$ cat src/rtl/snn_ctrl_pkg.sv
// Shared types and control-register bit positions for the SNN run controller.
package snn_ctrl_pkg;

    typedef enum logic [2:0] {
        IDLE,
        CLEAR,
        FETCH,
        LOAD,
        STEP,
        WAIT,
        FINISH
    } run_state_t;

    localparam int CTRL_START_BIT = 0;
    localparam int CTRL_ABORT_BIT = 1;
    localparam int CTRL_BUSY_BIT  = 2;
    localparam int CTRL_DONE_BIT  = 3;

endpackage

$ cat src/rtl/snn_run_controller.sv
// Sequences one spiking-network run: clear, then fetch/load/step/wait per timestep
// until the latched simulation time is reached, then raise a sticky done.
module snn_run_controller
    import snn_ctrl_pkg::*;
#(
    parameter int SIM_TIME_WIDTH  = 32,
    parameter int PATTERN_WIDTH   = 32,
    parameter int STEP_ADDR_WIDTH = 8,
    parameter int BATCH_SEL_WIDTH = 6
) (
    input  logic                                       S_AXI_ACLK,
    input  logic                                       rst,
    input  logic                                       start,
    input  logic                                       abort,
    input  logic [SIM_TIME_WIDTH-1:0]                  sim_time,
    input  logic [BATCH_SEL_WIDTH-1:0]                 batch_sel,
    output logic                                       pat_mem_rd_en,
    output logic [BATCH_SEL_WIDTH+STEP_ADDR_WIDTH-1:0] pat_mem_addr,
    input  logic [PATTERN_WIDTH-1:0]                   pat_mem_rdata,
    output logic [PATTERN_WIDTH-1:0]                   spike_in,
    output logic                                       network_rst,
    output logic                                       network_step,
    input  logic                                       network_step_done,
    output logic                                       network_busy,
    output logic                                       done,
    output logic [SIM_TIME_WIDTH-1:0]                  timestep
);

    run_state_t                  state_reg;
    run_state_t                  state_next;
    logic                        start_prev_reg;
    logic [SIM_TIME_WIDTH-1:0]   sim_time_reg;
    logic [BATCH_SEL_WIDTH-1:0]  batch_reg;
    logic [SIM_TIME_WIDTH-1:0]   t_reg;
    logic [PATTERN_WIDTH-1:0]    spike_in_reg;
    logic                        done_reg;
    logic                        start_edge;
    logic [SIM_TIME_WIDTH-1:0]   t_plus1;

    assign start_edge = start & ~start_prev_reg;
    assign t_plus1    = t_reg + {{(SIM_TIME_WIDTH-1){1'b0}}, 1'b1};

    always_comb begin
        state_next    = state_reg;
        network_rst   = 1'b0;
        network_step  = 1'b0;
        pat_mem_rd_en = 1'b0;
        case (state_reg)
            IDLE: begin
                if (start_edge)
                    state_next = (sim_time == '0) ? FINISH : CLEAR;
            end
            CLEAR: begin
                network_rst = 1'b1;
                state_next  = FETCH;
            end
            FETCH: begin
                pat_mem_rd_en = 1'b1;
                state_next    = LOAD;
            end
            LOAD:   state_next = STEP;
            STEP: begin
                network_step = 1'b1;
                state_next   = WAIT;
            end
            WAIT: begin
                if (network_step_done)
                    state_next = (t_plus1 == sim_time_reg) ? FINISH : FETCH;
            end
            FINISH: state_next = IDLE;
            default: state_next = IDLE;
        endcase
        // Abort overrides every transition out of a busy state.
        if (abort && state_reg != IDLE)
            state_next = IDLE;
    end

    always_ff @(posedge S_AXI_ACLK) begin
        if (rst) begin
            state_reg      <= IDLE;
            start_prev_reg <= 1'b0;
            sim_time_reg   <= '0;
            batch_reg      <= '0;
            t_reg          <= '0;
            spike_in_reg   <= '0;
            done_reg       <= 1'b0;
        end else begin
            state_reg      <= state_next;
            start_prev_reg <= start;
            if (state_reg == IDLE && start_edge) begin
                done_reg     <= 1'b0;
                sim_time_reg <= sim_time;
                batch_reg    <= batch_sel;
            end
            if (state_reg == CLEAR)
                t_reg <= '0;
            if (state_reg == LOAD)
                spike_in_reg <= pat_mem_rdata;
            if (state_reg == WAIT && network_step_done && !abort)
                t_reg <= t_plus1;
            if (state_reg == FINISH && !abort)
                done_reg <= 1'b1;
        end
    end

    // Low address bits wrap naturally, so patterns repeat every 2^STEP_ADDR_WIDTH steps.
    assign pat_mem_addr = {batch_reg, t_reg[STEP_ADDR_WIDTH-1:0]};
    assign spike_in     = spike_in_reg;
    assign network_busy = (state_reg != IDLE);
    assign done         = done_reg;
    assign timestep     = t_reg;

endmodule

$ cat config.mk
export PLATFORM = sky130hd
export DESIGN_NAME = snn_run_controller
export DESIGN_NICKNAME = d
export VERILOG_FILES = /design/src/rtl/snn_ctrl_pkg.sv /design/src/rtl/snn_run_controller.sv
export SDC_FILE = /design/constraint.sdc
export NUM_CORES = 1
export LEC_CHECK = 0
export BUFFER_PORTS_ARGS = -buffer_cell sky130_fd_sc_hd__buf_2
export CAP_MARGIN = 20
export CORE_MARGIN = 2
export CORE_UTILIZATION = 35
export DETAILED_ROUTE_END_ITERATION = 10
export PLACE_DENSITY = 0.61
export SYNTH_ARGS = -nofsm -noshare
export SYNTH_HDL_FRONTEND = slang
export SYNTH_SLANG_ARGS = --single-unit
$ cat constraint.sdc
create_clock -name S_AXI_ACLK -period 2.9 [get_ports S_AXI_ACLK]
set_input_delay 0 -clock S_AXI_ACLK [delete_from_list [all_inputs] [get_ports S_AXI_ACLK]]
set_output_delay 0 -clock S_AXI_ACLK [all_outputs]
set_load 0.005 [all_outputs]
==> PnR_summary.wiki <==
{| class="wikitable"
! Metric !! Value
|-
| Result of the run || finished clean
|-
| Leading post-synthesis cells by cell area || sky130_fd_sc_hd__dfxtp_1 (40%), sky130_fd_sc_hd__nand2_1 (11%), sky130_fd_sc_hd__a21oi_1 (11%)
|-
| Length of routed met2 wiring || about 8400 µm
|-
| Register-to-Register Setup Slack || a little under 0.3 ns
|-
| Number of storage elements in the synthesis netlist || approximately 110
|-
| Fin. Hold Viols || 0
|-
| Max-slew violation count || 0
|-
| Post-layout instance count excluding filler cells || about 1100
|-
| Static power due to leakage || a little under 3 nW
|-
| Post-synthesis async set-or-reset flop share || 0%
|-
| Buffer depth of the longest clock path || 2
|-
| Number of flops mapped to enable cells by yosys || 0
|-
| Fin Hold WS || approximately 0.024 ns
|-
| # H-tree levels || 3
|-
| Clock tree from TritonCTS || done
|-
| Average footprint of a synthesized cell || about 7.5 µm²
|-
| Final #Nets || between 900 and 1000
|-
| WL per Instance || roughly 16 µm
|-
| Starting density of the core || roughly 36%
|-
| Largest net degree at the start of global routing || between 60 and 70
|-
| Power per cell area || 423 nW/µm²
|-
| Final sum of negative setup slack || 0 ns
|-
| Setup repair after global routing missed its margin || false
|-
| Final setup vio count || 0
|-
| Number of antenna violations at the first check in global routing || 0
|-
| Reg clk slew, reported paths || 0.07 ns
|-
| Maxcap violations || 0
|-
| Antenna violation net count after detailed routing || 0
|-
| Most frequently used cell type in the post-synthesis netlist || sky130_fd_sc_hd__nand2_1
|-
| Wire length the detailed router placed on met1 || between 7000 and 8000 µm
|-
| Final design utilization || about half
|-
| DR iter-0 viols || around 410
|-
| Highest routed metal layer || met4
|-
| Proportion of netlist area held by the largest area contributor || roughly two fifths
|-
| Actual transition at the worst max-transition pin || roughly 0.67 ns
|-
| Number of placement rows || between 40 and 50
|-
| Count of buffers from port buffering || ~160
|-
| Antenna diode count || 0
|-
| Achievable frequency || between 300 and 400 MHz
|-
| I/O pin count || ~160
|-
| Clk sinks || roughly 110
|-
| Path category of the worst min-delay check || in -> reg
|-
| Clock root buffer || sky130_fd_sc_hd__clkbuf_16
|-
| Max Fanout on Critical Path || 7
|-
| Most used standard cells in the synthesized netlist || sky130_fd_sc_hd__nand2_1 (166), sky130_fd_sc_hd__a21oi_1 (114), sky130_fd_sc_hd__dfxtp_1 (107)
|-
| CP required || roughly 3.2 ns
|-
| Global-route wire length before repair || 28500 µm
|-
| Post-synth top area cell || sky130_fd_sc_hd__dfxtp_1
|-
| Crit Path Class || reg -> reg
|-
| Headroom to the max-slew limit || 55.3%
|-
| Core Region || roughly 15000 µm²
|-
| Via-per-instance ratio || just over 5
|-
| Worst setup skew after layout || 0.00834 ns
|-
| Synthesis Warnings || 0
|-
| Synthesized area || 5420 µm²
|-
| Endpoint kind of the worst setup timing path || flip-flop
|-
| Synth-to-Final Area Change || 35.4%
|-
| Last weighted congestion value of the routability-driven placer || between 0.9 and 1
|-
| Detail Route met3 WL || approximately 1000 µm
|-
| Post-synthesis net count || 797
|-
| Vias in the first global route || ~5600
|-
| Critical Path Start Type || flip-flop
|-
| Die X-Extent || approximately 130 µm
|-
| Number of vias in the routed layout || about 5800
|-
| Die extent in y || between 100 and 150 µm
|-
| Post-route DRC violation count || 0
|-
| All-Layer GR Usage || between 20% and 30%
|-
| Number of clock buffers inserted by TritonCTS || 9
|-
| Share of layout cells above drive strength 1 || between 20% and 30%
|-
| Wirelength, routed || between 15000 and 20000 µm
|-
| Arrival time of data at the critical path endpoint || about 2.9 ns
|-
| Fraction of the yosys area taken by sequential cells || a little under 40%
|-
| VDD IR max || 0.316 mV
|-
| Clock insertion delay at the later pin of the skew report || ~0.36 ns
|-
| HPWL Detailed || between 10000 and 15000 µm
|-
| Post-synth top flop || sky130_fd_sc_hd__dfxtp_1
|-
| Number of unique standard cell types used by synthesis || 56
|-
| Number of placed instances, taps included || 1026
|-
| Floorplan die area || between 15000 and 20000 µm²
|-
| Number of fill cells || between 1500 and 2000
|-
| Overall overflow remaining after global route || 0
|-
| Portion of the clock cycle consumed by the worst path in the final layout || roughly nine tenths
|-
| DRT Pass-1 Iters || 5
|-
| Min cycle time layout || 2.61 ns
|-
| Synth Instances || approximately 700
|}
cells by family (layout without fill, tap and decap cells):
logic type / count (synthesis) / in the layout / synth area share (%)
AOI/OAI and AO/OA: 162 / 162 / 16.0
xor gates and xnor gates: 51 / 51 / 8.24
adders and majority gates: 1 / 1 / 0.231
buffers and inverters: 61 / 266 / 5.01
DFF: 107 / 107 / 39.5
and+or+nand+nor: 339 / 339 / 31.0
power breakdown:
part	internal [mW]	leakage (nW)	total (mW)	switching [mW]
Clock	0.614	0.141	1.19	0.577
Sequential	1.51	0.867	1.54	0.0340
Combinational	0.190	1.94	0.374	0.184
Total	2.31	2.95	3.11	0.796
area by class of cell:
class / count / area (µm²) / area share, %
clock buffer: 10 / 239 / 3.25
inverter: 5 / 18.8 / 0.256
tap: 188 / 235 / 3.20
multi-input combinational: 553 / 3020 / 41.1
sequential: 107 / 2140 / 29.2
clock inverter: 6 / 46.3 / 0.631
timing repair buffer: 245 / 1640 / 22.4
routing by layer:
metal | vias up | global-route usage [%]
met5 | - | 0
met4 | 0 | 7.05
met3 | 34 | 5.11
met2 | 191 | 36.7
met1 | 2651 | 27.3
li1 | 2896 | -
worst max-delay path, cell delays in order, from the launching register on:
cell	delay [ns]
sky130_fd_sc_hd__dfxtp_1	0.43
sky130_fd_sc_hd__ha_1	0.32
sky130_fd_sc_hd__and3_1	0.28
sky130_fd_sc_hd__and3_2	0.23
sky130_fd_sc_hd__xnor2_1	0.10
sky130_fd_sc_hd__or4_1	0.56
sky130_fd_sc_hd__nor3_1	0.28
sky130_fd_sc_hd__nand4_1	0.14
sky130_fd_sc_hd__o31ai_2	0.18
final timing paths:
| path | from | endpoint | cells after the start |
|---|---|---|---|
| min | abort | done$_SDFFE_PP0P_ | 4 |
| max reg2reg | timestep[1]$_SDFFE_PP0P_ | state_reg[2]$_SDFFE_PP0P_ | 8 |
| min reg2reg | spike_in[19]$_SDFFE_PP0P_ | spike_in[19]$_SDFFE_PP0P_ | 2 |
| max | timestep[1]$_SDFFE_PP0P_ | state_reg[2]$_SDFFE_PP0P_ | 8 |
through the flow:
| step | setup WS [ns] | area [µm²] | total power, mW |
|---|---|---|---|
| global placement | 0.376 | 6330 | 1.87 |
| detailed placement | 0.329 | 6330 | 1.87 |
| finish | 0.292 | 7340 | 3.11 |
| floorplan | 0.570 | 5420 | 1.74 |
| CTS | 0.298 | 7340 | 3.14 |
| global route | 0.0159 | 7340 | 3.24 |
cell usage in the layout (no fill, tap or decap), types with 16 or more instances in the layout:
| cell | instances |
|---|---|
| sky130_fd_sc_hd__nand2_1 | 166 |
| sky130_fd_sc_hd__buf_2 | 156 |
| sky130_fd_sc_hd__a21oi_1 | 114 |
| sky130_fd_sc_hd__dfxtp_1 | 107 |
| sky130_fd_sc_hd__dlygate4sd3_1 | 72 |
| sky130_fd_sc_hd__nor2_1 | 47 |
| sky130_fd_sc_hd__xnor2_1 | 39 |
| sky130_fd_sc_hd__o21ai_0 | 30 |
| sky130_fd_sc_hd__nor4_1 | 20 |
| sky130_fd_sc_hd__nand4_1 | 19 |
| sky130_fd_sc_hd__nand3_1 | 17 |
| sky130_fd_sc_hd__buf_4 | 16 |
what timing repair did:
action	in CTS	in global routing
setup endpoints to repair	0	1
gates resized for setup	0	1
hold buffers	72	0
endpoints found under the hold margin	73	0
setup buffers	0	0
No activity file was read; power rests on OpenSTA's default activity.
